$ cat config.mk
export PLATFORM = sky130hd
export DESIGN_NAME = pipe_hazard_ctrl_flat
export DESIGN_NICKNAME = d
export VERILOG_FILES = /design/src/rtl/pipe_hazard_ctrl_if.sv /design/src/rtl/pipe_hazard_ctrl.sv /design/src/flat_wrapper.sv
export SDC_FILE = /design/constraint.sdc
export NUM_CORES = 1
export LEC_CHECK = 0
export CAP_MARGIN = 20
export CORE_ASPECT_RATIO = 0.7
export CORE_MARGIN = 2
export CORE_UTILIZATION = 35
export CTS_CLUSTER_SIZE = 28
export DETAILED_ROUTE_END_ITERATION = 8
export PLACE_DENSITY = 0.69
export SLEW_MARGIN = 20
export SYNTH_ARGS = -nofsm -noshare
export SYNTH_HDL_FRONTEND = slang
export SYNTH_SLANG_ARGS = --single-unit
$ cat constraint.sdc
create_clock -name clk -period 2.4 [get_ports clk]
set_clock_uncertainty 0.1 [all_clocks]
set_input_delay 0.48 -clock clk [delete_from_list [all_inputs] [get_ports clk]]
set_output_delay 0.48 -clock clk [all_outputs]
set_load 0.03 [all_outputs]
$ cat src/rtl/pipe_hazard_ctrl_if.sv
// pipe_hazard_ctrl_if: pipeline-side hazard inputs and controller enables/flushes/forward selects
interface pipe_hazard_ctrl_if #(parameter int CNT_W = 16);
  logic [4:0] rs_id, rt_id, rs_ex, rt_ex, rd_ex, rd_mem, rd_wb;
  logic uses_rs_id, uses_rt_id, regwrite_ex, memread_ex, mul_start_ex, branch_taken_ex;
  logic regwrite_mem, regwrite_wb, clr_counters;
  logic pc_write, ifid_write, idex_write, ifid_flush, idex_flush, exmem_flush, mul_busy;
  logic [1:0] forward_a, forward_b;
  logic [CNT_W-1:0] stall_cycles, flush_events;
  modport master (
    output rs_id, rt_id, rs_ex, rt_ex, rd_ex, rd_mem, rd_wb, uses_rs_id, uses_rt_id,
           regwrite_ex, memread_ex, mul_start_ex, branch_taken_ex, regwrite_mem, regwrite_wb, clr_counters,
    input  pc_write, ifid_write, idex_write, ifid_flush, idex_flush, exmem_flush, mul_busy,
           forward_a, forward_b, stall_cycles, flush_events
  );
  modport slave (
    input  rs_id, rt_id, rs_ex, rt_ex, rd_ex, rd_mem, rd_wb, uses_rs_id, uses_rt_id,
           regwrite_ex, memread_ex, mul_start_ex, branch_taken_ex, regwrite_mem, regwrite_wb, clr_counters,
    output pc_write, ifid_write, idex_write, ifid_flush, idex_flush, exmem_flush, mul_busy,
           forward_a, forward_b, stall_cycles, flush_events
  );
endinterface

$ cat src/rtl/pipe_hazard_ctrl.sv
// pipe_hazard_ctrl: load-use / multiply / branch hazard control with forwarding and saturating perf counters
module pipe_hazard_ctrl #(
  parameter int MUL_LATENCY = 4,
  parameter int CNT_W       = 16
) (
  input logic             clk,
  input logic             rst_n,
  pipe_hazard_ctrl_if.slave h
);
  typedef enum logic {IDLE, BUSY} state_t;
  state_t state_q, state_d;
  logic [3:0] cnt_q, cnt_d;
  logic [CNT_W-1:0] stall_q, stall_d, flush_q, flush_d;
  logic br, mul_stall, lu_stall, st;

  function automatic logic [1:0] fwd(input logic [4:0] src);
    return (h.regwrite_mem && h.rd_mem != 5'd0 && h.rd_mem == src) ? 2'b10 :
           (h.regwrite_wb  && h.rd_wb  != 5'd0 && h.rd_wb  == src) ? 2'b01 : 2'b00;
  endfunction

  always_ff @(posedge clk or negedge rst_n)
    if (!rst_n) begin
      state_q <= IDLE;
      cnt_q   <= '0;
      stall_q <= '0;
      flush_q <= '0;
    end else begin
      state_q <= state_d;
      cnt_q   <= cnt_d;
      stall_q <= stall_d;
      flush_q <= flush_d;
    end

  // The release cycle (BUSY, cnt==0) ignores mul_start_ex, so back-to-back multiplies never overlap.
  always_comb begin
    state_d = state_q;
    cnt_d   = cnt_q;
    if (state_q == IDLE) begin
      if (h.mul_start_ex && !h.branch_taken_ex) begin
        state_d = BUSY;
        cnt_d   = 4'(MUL_LATENCY - 1);
      end
    end else if (cnt_q != 4'd0) cnt_d = cnt_q - 4'd1;
    else state_d = IDLE;
  end

  // Branches are only honoured in IDLE; lu_stall here is already masked by the higher-priority causes.
  always_comb begin
    br        = h.branch_taken_ex && state_q == IDLE;
    mul_stall = rst_n && (state_q == IDLE ? h.mul_start_ex && !h.branch_taken_ex : cnt_q != 4'd0);
    lu_stall  = rst_n && !br && !mul_stall && h.memread_ex && h.regwrite_ex && h.rd_ex != 5'd0 &&
                ((h.uses_rs_id && h.rs_id == h.rd_ex) || (h.uses_rt_id && h.rt_id == h.rd_ex));
    st        = mul_stall || lu_stall;
    stall_d   = h.clr_counters ? '0 : stall_q + CNT_W'(st && !(&stall_q));
    flush_d   = h.clr_counters ? '0 : flush_q + CNT_W'(br && !(&flush_q));
  end

  assign h.pc_write     = !st;
  assign h.ifid_write   = !st;
  assign h.idex_write   = !mul_stall;
  assign h.ifid_flush   = br;
  assign h.idex_flush   = br || lu_stall;
  assign h.exmem_flush  = mul_stall;
  assign h.forward_a    = fwd(h.rs_ex);
  assign h.forward_b    = fwd(h.rt_ex);
  assign h.mul_busy     = state_q == BUSY;
  assign h.stall_cycles = stall_q;
  assign h.flush_events = flush_q;
endmodule
$ cat src/flat_wrapper.sv
// flat-port wrapper written by rule: the top's interface ports become plain ports
module pipe_hazard_ctrl_flat 
#(
  parameter int MUL_LATENCY = 4,
  parameter int CNT_W       = 16
)
  (clk, rst_n, h_rs_id, h_rt_id, h_rs_ex, h_rt_ex, h_rd_ex, h_rd_mem, h_rd_wb, h_uses_rs_id, h_uses_rt_id, h_regwrite_ex, h_memread_ex, h_mul_start_ex, h_branch_taken_ex, h_regwrite_mem, h_regwrite_wb, h_clr_counters, h_pc_write, h_ifid_write, h_idex_write, h_ifid_flush, h_idex_flush, h_exmem_flush, h_mul_busy, h_forward_a, h_forward_b, h_stall_cycles, h_flush_events);
  pipe_hazard_ctrl_if #(.CNT_W(CNT_W)) h_i ();
  input logic clk;
  input logic rst_n;
  input wire logic [$bits(h_i.rs_id)-1:0] h_rs_id;
  input wire logic [$bits(h_i.rt_id)-1:0] h_rt_id;
  input wire logic [$bits(h_i.rs_ex)-1:0] h_rs_ex;
  input wire logic [$bits(h_i.rt_ex)-1:0] h_rt_ex;
  input wire logic [$bits(h_i.rd_ex)-1:0] h_rd_ex;
  input wire logic [$bits(h_i.rd_mem)-1:0] h_rd_mem;
  input wire logic [$bits(h_i.rd_wb)-1:0] h_rd_wb;
  input wire logic [$bits(h_i.uses_rs_id)-1:0] h_uses_rs_id;
  input wire logic [$bits(h_i.uses_rt_id)-1:0] h_uses_rt_id;
  input wire logic [$bits(h_i.regwrite_ex)-1:0] h_regwrite_ex;
  input wire logic [$bits(h_i.memread_ex)-1:0] h_memread_ex;
  input wire logic [$bits(h_i.mul_start_ex)-1:0] h_mul_start_ex;
  input wire logic [$bits(h_i.branch_taken_ex)-1:0] h_branch_taken_ex;
  input wire logic [$bits(h_i.regwrite_mem)-1:0] h_regwrite_mem;
  input wire logic [$bits(h_i.regwrite_wb)-1:0] h_regwrite_wb;
  input wire logic [$bits(h_i.clr_counters)-1:0] h_clr_counters;
  output wire logic [$bits(h_i.pc_write)-1:0] h_pc_write;
  output wire logic [$bits(h_i.ifid_write)-1:0] h_ifid_write;
  output wire logic [$bits(h_i.idex_write)-1:0] h_idex_write;
  output wire logic [$bits(h_i.ifid_flush)-1:0] h_ifid_flush;
  output wire logic [$bits(h_i.idex_flush)-1:0] h_idex_flush;
  output wire logic [$bits(h_i.exmem_flush)-1:0] h_exmem_flush;
  output wire logic [$bits(h_i.mul_busy)-1:0] h_mul_busy;
  output wire logic [$bits(h_i.forward_a)-1:0] h_forward_a;
  output wire logic [$bits(h_i.forward_b)-1:0] h_forward_b;
  output wire logic [$bits(h_i.stall_cycles)-1:0] h_stall_cycles;
  output wire logic [$bits(h_i.flush_events)-1:0] h_flush_events;
  assign h_i.rs_id = h_rs_id;
  assign h_i.rt_id = h_rt_id;
  assign h_i.rs_ex = h_rs_ex;
  assign h_i.rt_ex = h_rt_ex;
  assign h_i.rd_ex = h_rd_ex;
  assign h_i.rd_mem = h_rd_mem;
  assign h_i.rd_wb = h_rd_wb;
  assign h_i.uses_rs_id = h_uses_rs_id;
  assign h_i.uses_rt_id = h_uses_rt_id;
  assign h_i.regwrite_ex = h_regwrite_ex;
  assign h_i.memread_ex = h_memread_ex;
  assign h_i.mul_start_ex = h_mul_start_ex;
  assign h_i.branch_taken_ex = h_branch_taken_ex;
  assign h_i.regwrite_mem = h_regwrite_mem;
  assign h_i.regwrite_wb = h_regwrite_wb;
  assign h_i.clr_counters = h_clr_counters;
  assign h_pc_write = h_i.pc_write;
  assign h_ifid_write = h_i.ifid_write;
  assign h_idex_write = h_i.idex_write;
  assign h_ifid_flush = h_i.ifid_flush;
  assign h_idex_flush = h_i.idex_flush;
  assign h_exmem_flush = h_i.exmem_flush;
  assign h_mul_busy = h_i.mul_busy;
  assign h_forward_a = h_i.forward_a;
  assign h_forward_b = h_i.forward_b;
  assign h_stall_cycles = h_i.stall_cycles;
  assign h_flush_events = h_i.flush_events;
  pipe_hazard_ctrl #(.MUL_LATENCY(MUL_LATENCY), .CNT_W(CNT_W)) u_core (.clk(clk), .rst_n(rst_n), .h(h_i));
endmodule
==> results_dict.tcl <==
set metrics [dict create \
    run_status "finished, violations left" \
    violations_in_the_final_reports "setup timing" \
    r2r_start "u_core.cnt_q[0]" \
    post-synth-top-area-cell "sky130_fd_sc_hd__dfrtp_1" \
    cts.hold.buffers_added 0 \
    relative_slew_slack_pct 72.9 \
    rsz_0062_raised_after_global_routing "yes" \
    rows 24 \
    final-hold-violation-count 0 \
    synth_seq_cells 37 \
    tightest_slew_ns 0.407 \
    critPathKind "register to primary output" \
    mostFrequentLayoutCell "sky130_fd_sc_hd__buf_4" \
    seq_area_frac_synth_pct 40.5 \
    post_route_cells_drive_above_1_share_pct 31.8 \
    placement.setup.worst_slack_ns -0.470 \
    globalRouteTotalUtil_pct 19.0 \
    htree_levels 2 \
    clock_sinks 37 \
    number_of_buffers_created_by_cts 5 \
    worst-path-max-fanout 3 \
    arrival_ns 2.00 \
    cp-end-kind "primary output" \
    syn_to_final_growth_pct 71.6 \
    drt_pre_antenna_iters 4 \
    final-max-slew-violation-count 0 \
    per_cell_routed_wire_length_um 15.2 \
    fin_total_pwr_mw 2.11 \
    clk_path_buf_depth 2 \
    clk_pin_slew_worst_paths_ns 0.08 \
    critical_path.startpoint_type "register" \
    max_clock_freq_mhz 388 \
    grt_pass1_wl_um 10700 \
    place.detailed.hpwl_um 5170 \
    area_used_by_sequential_logic_in_the_layout_sq_um 927 \
    worst_ep_required_time_ns 1.82 \
    grt_start_max_net_pins 33 \
    io-pin-count 89 \
    synth_top_area_share_pct 40.5 \
    top_cells_by_area_in_the_synthesized_netlist "sky130_fd_sc_hd__dfrtp_1 (41%), sky130_fd_sc_hd__xor2_1 (14%), sky130_fd_sc_hd__xnor2_1 (6.9%)" \
    floorplan.die_area_sq_mm 0.00720 \
    post_synth_num_cell_types 37 \
    final.min_clock_period_ns 2.58 \
    max-cap-violations 0 \
    insertedDiodeCount 0 \
    numPortBuffers 88 \
    finalSetupViolCount 16 \
    synth_cells 241 \
    crit_start "u_core.cnt_q[0]" \
    mappedNetlistArea_sq_mm 0.00229 \
    worst_r2r_endpoint "u_core.h.stall_cycles[7]" \
    min-delay-path-class "input port to asynchronous set/reset pin" \
    ir_drop_mv 0.273 \
    yosysWarningCount 0 \
    via_per_inst 5.00 \
    clock-root-buffer "sky130_fd_sc_hd__clkbuf_8" \
    routabilityCongestion 0.833 \
    die_height_um 71.6 \
    reg2reg_depth 12 \
    num_vias 2292 \
    fill_cells 525 \
    power_leakage_nw 1.74 \
    reg2reg_setup_slack_ns -0.10 \
    first_iter_violations 107 \
    insertion_delay_ns 0.29 \
    post-route-worst-setup-slack_ns -0.178 \
    wirelength_um 6960 \
    first_global_vias 2119 \
    postSynthNetCount 293 \
    global_route.overflow_total 0 \
    worstSetupEndpoint "h_pc_write" \
    period_share_pct 107 \
    drc 0 \
    postRouteAntennaNets 0 \
    postLayoutCoreUtil_pct 62.5 \
    core-area_sq_mm 0.00628 \
    nets 431 \
    multi_input_comb_area_sq_mm 0.00152 \
    power_density_mw_per_mm2 537 \
    antenna_found_initial 0 \
    die_width_um 101 \
    commonest_cells_after_routing_fill_and_taps_aside "sky130_fd_sc_hd__buf_4 (52), sky130_fd_sc_hd__clkdlybuf4s50_1 (46), sky130_fd_sc_hd__xor2_1 (36), sky130_fd_sc_hd__dfrtp_1 (36), sky130_fd_sc_hd__nor2_1 (25)" \
    tritoncts "done" \
    initial_utilization_pct 36.4 \
    syn_avg_cell_area_sq_um 9.49 \
]
Yosys cell counts:
cell type,number
sky130_fd_sc_hd__a211oi_1,2
sky130_fd_sc_hd__nor4_1,3
sky130_fd_sc_hd__nor3_1,1
sky130_fd_sc_hd__o21ai_2,1
sky130_fd_sc_hd__o22ai_1,1
sky130_fd_sc_hd__o21ai_0,7
sky130_fd_sc_hd__ha_1,6
sky130_fd_sc_hd__o31a_1,1
sky130_fd_sc_hd__and2_1,3
sky130_fd_sc_hd__nor3b_1,1
sky130_fd_sc_hd__o21ai_1,1
sky130_fd_sc_hd__dfrtp_1,37
sky130_fd_sc_hd__nand3_2,3
sky130_fd_sc_hd__or4_1,4
sky130_fd_sc_hd__o21a_1,1
sky130_fd_sc_hd__xnor2_1,18
sky130_fd_sc_hd__nand3_1,14
sky130_fd_sc_hd__a31o_2,1
sky130_fd_sc_hd__a21o_1,2
sky130_fd_sc_hd__and3_1,5
sky130_fd_sc_hd__buf_2,1
sky130_fd_sc_hd__nand2_2,1
sky130_fd_sc_hd__clkbuf_1,6
sky130_fd_sc_hd__xor2_1,36
sky130_fd_sc_hd__or3_1,7
sky130_fd_sc_hd__a21oi_1,8
sky130_fd_sc_hd__nor2b_1,4
sky130_fd_sc_hd__nand2_1,10
sky130_fd_sc_hd__buf_4,3
sky130_fd_sc_hd__o211a_1,1
sky130_fd_sc_hd__nor4_2,2
sky130_fd_sc_hd__nand4_1,14
sky130_fd_sc_hd__inv_1,4
sky130_fd_sc_hd__and4_1,4
sky130_fd_sc_hd__a31oi_1,2
sky130_fd_sc_hd__or3b_1,1
sky130_fd_sc_hd__nor2_1,25
metrics by stage:
stage / instance area, sq um / setup TNS, ns / cells / hold slack [ns]
5_1_grt: 3920 / -2.79 / 458 / 0.0383
3_5_place_dp: 3580 / -7.45 / 442 / 0.356
4_1_cts: 3810 / -1.78 / 456 / 0.0371
3_3_place_gp: 3580 / -6.73 / 442 / 0.345
6_report: 3920 / -1.40 / 458 / 0.0358
2_1_floorplan: 2350 / -0.420 / 241 / 0.0844
how the worst min path moves through the flow:
stage / from / end / slack (ns) / depth (start not counted)
6_report: rst_n / u_core.h.mul_busy / 0.04 / 2
3_5_place_dp: rst_n / u_core.cnt_q[0] / 0.36 / 2
4_1_cts: rst_n / u_core.h.mul_busy / 0.04 / 2
2_1_floorplan: rst_n / u_core.cnt_q[0] / 0.08 / 0
3_3_place_gp: rst_n / u_core.cnt_q[0] / 0.34 / 2
5_1_grt: rst_n / u_core.h.mul_busy / 0.04 / 2
critical path: stages (launching register included):
cell and delay (ns):
sky130_fd_sc_hd__dfrtp_1 0.40, sky130_fd_sc_hd__inv_2 0.06, sky130_fd_sc_hd__ha_1 0.13, sky130_fd_sc_hd__or3b_4 0.37, sky130_fd_sc_hd__a21o_1 0.20, sky130_fd_sc_hd__nand2_4 0.10
sky130_fd_sc_hd__clkinvlp_4 0.11, sky130_fd_sc_hd__a21oi_4 0.17, sky130_fd_sc_hd__buf_6 0.15
area by class of cell:
class	instances	share of cell area, %
Clock buffer	7	2.20
Clock inverter	1	0.191
Inverter	4	0.478
Multi-Input combinational cell	190	38.7
Sequential cell	37	23.6
Tap cell	78	2.49
Timing Repair Buffer	141	32.3
power breakdown:
group,leakage (nW),switching [mW],internal [mW],total [mW]
logic,1.19,0.434,0.458,0.892
clock network,0.0445,0.226,0.234,0.459
registers,0.503,0.0723,0.684,0.756
total,1.74,0.732,1.38,2.11
sequential cells by signal (all words and copies together) (netlist names):
| register | flops |
|---|---|
| u_core.cnt_q | 4 |
| u_core.h.flush_events | 16 |
| u_core.h.mul_busy | 1 |
| u_core.h.stall_cycles | 16 |
routing by layer:
layer	vias to the layer above	wire, um	track usage [%]
li1	1126	-	-
met1	1088	3340	27.0
met2	74	3170	28.4
met3	4	415	5.37
met4	0	34	4.87
met5	-	0	0
timing repair:
action | CTS | global route
pin swaps | 19 | 19
hold endpoints to repair | 0 | 0
buffers inserted | 6 | 3
gates resized for setup | 66 | 49
setup endpoints to repair | 19 | 24
logic make-up (layout without fill, tap and decap cells):
group / after synthesis / count (layout) / share of synthesized area (%)
AND/OR/NAND/NOR: 102 / 102 / 25.1
buffers and inverters: 14 / 153 / 2.85
XOR/XNOR: 54 / 54 / 20.7
flip-flops: 37 / 37 / 40.5
adder cells (fa/ha/maj): 6 / 6 / 3.28
AO/OA/AOI/OAI: 28 / 28 / 7.55
No activity file was read; power rests on OpenSTA's default activity.
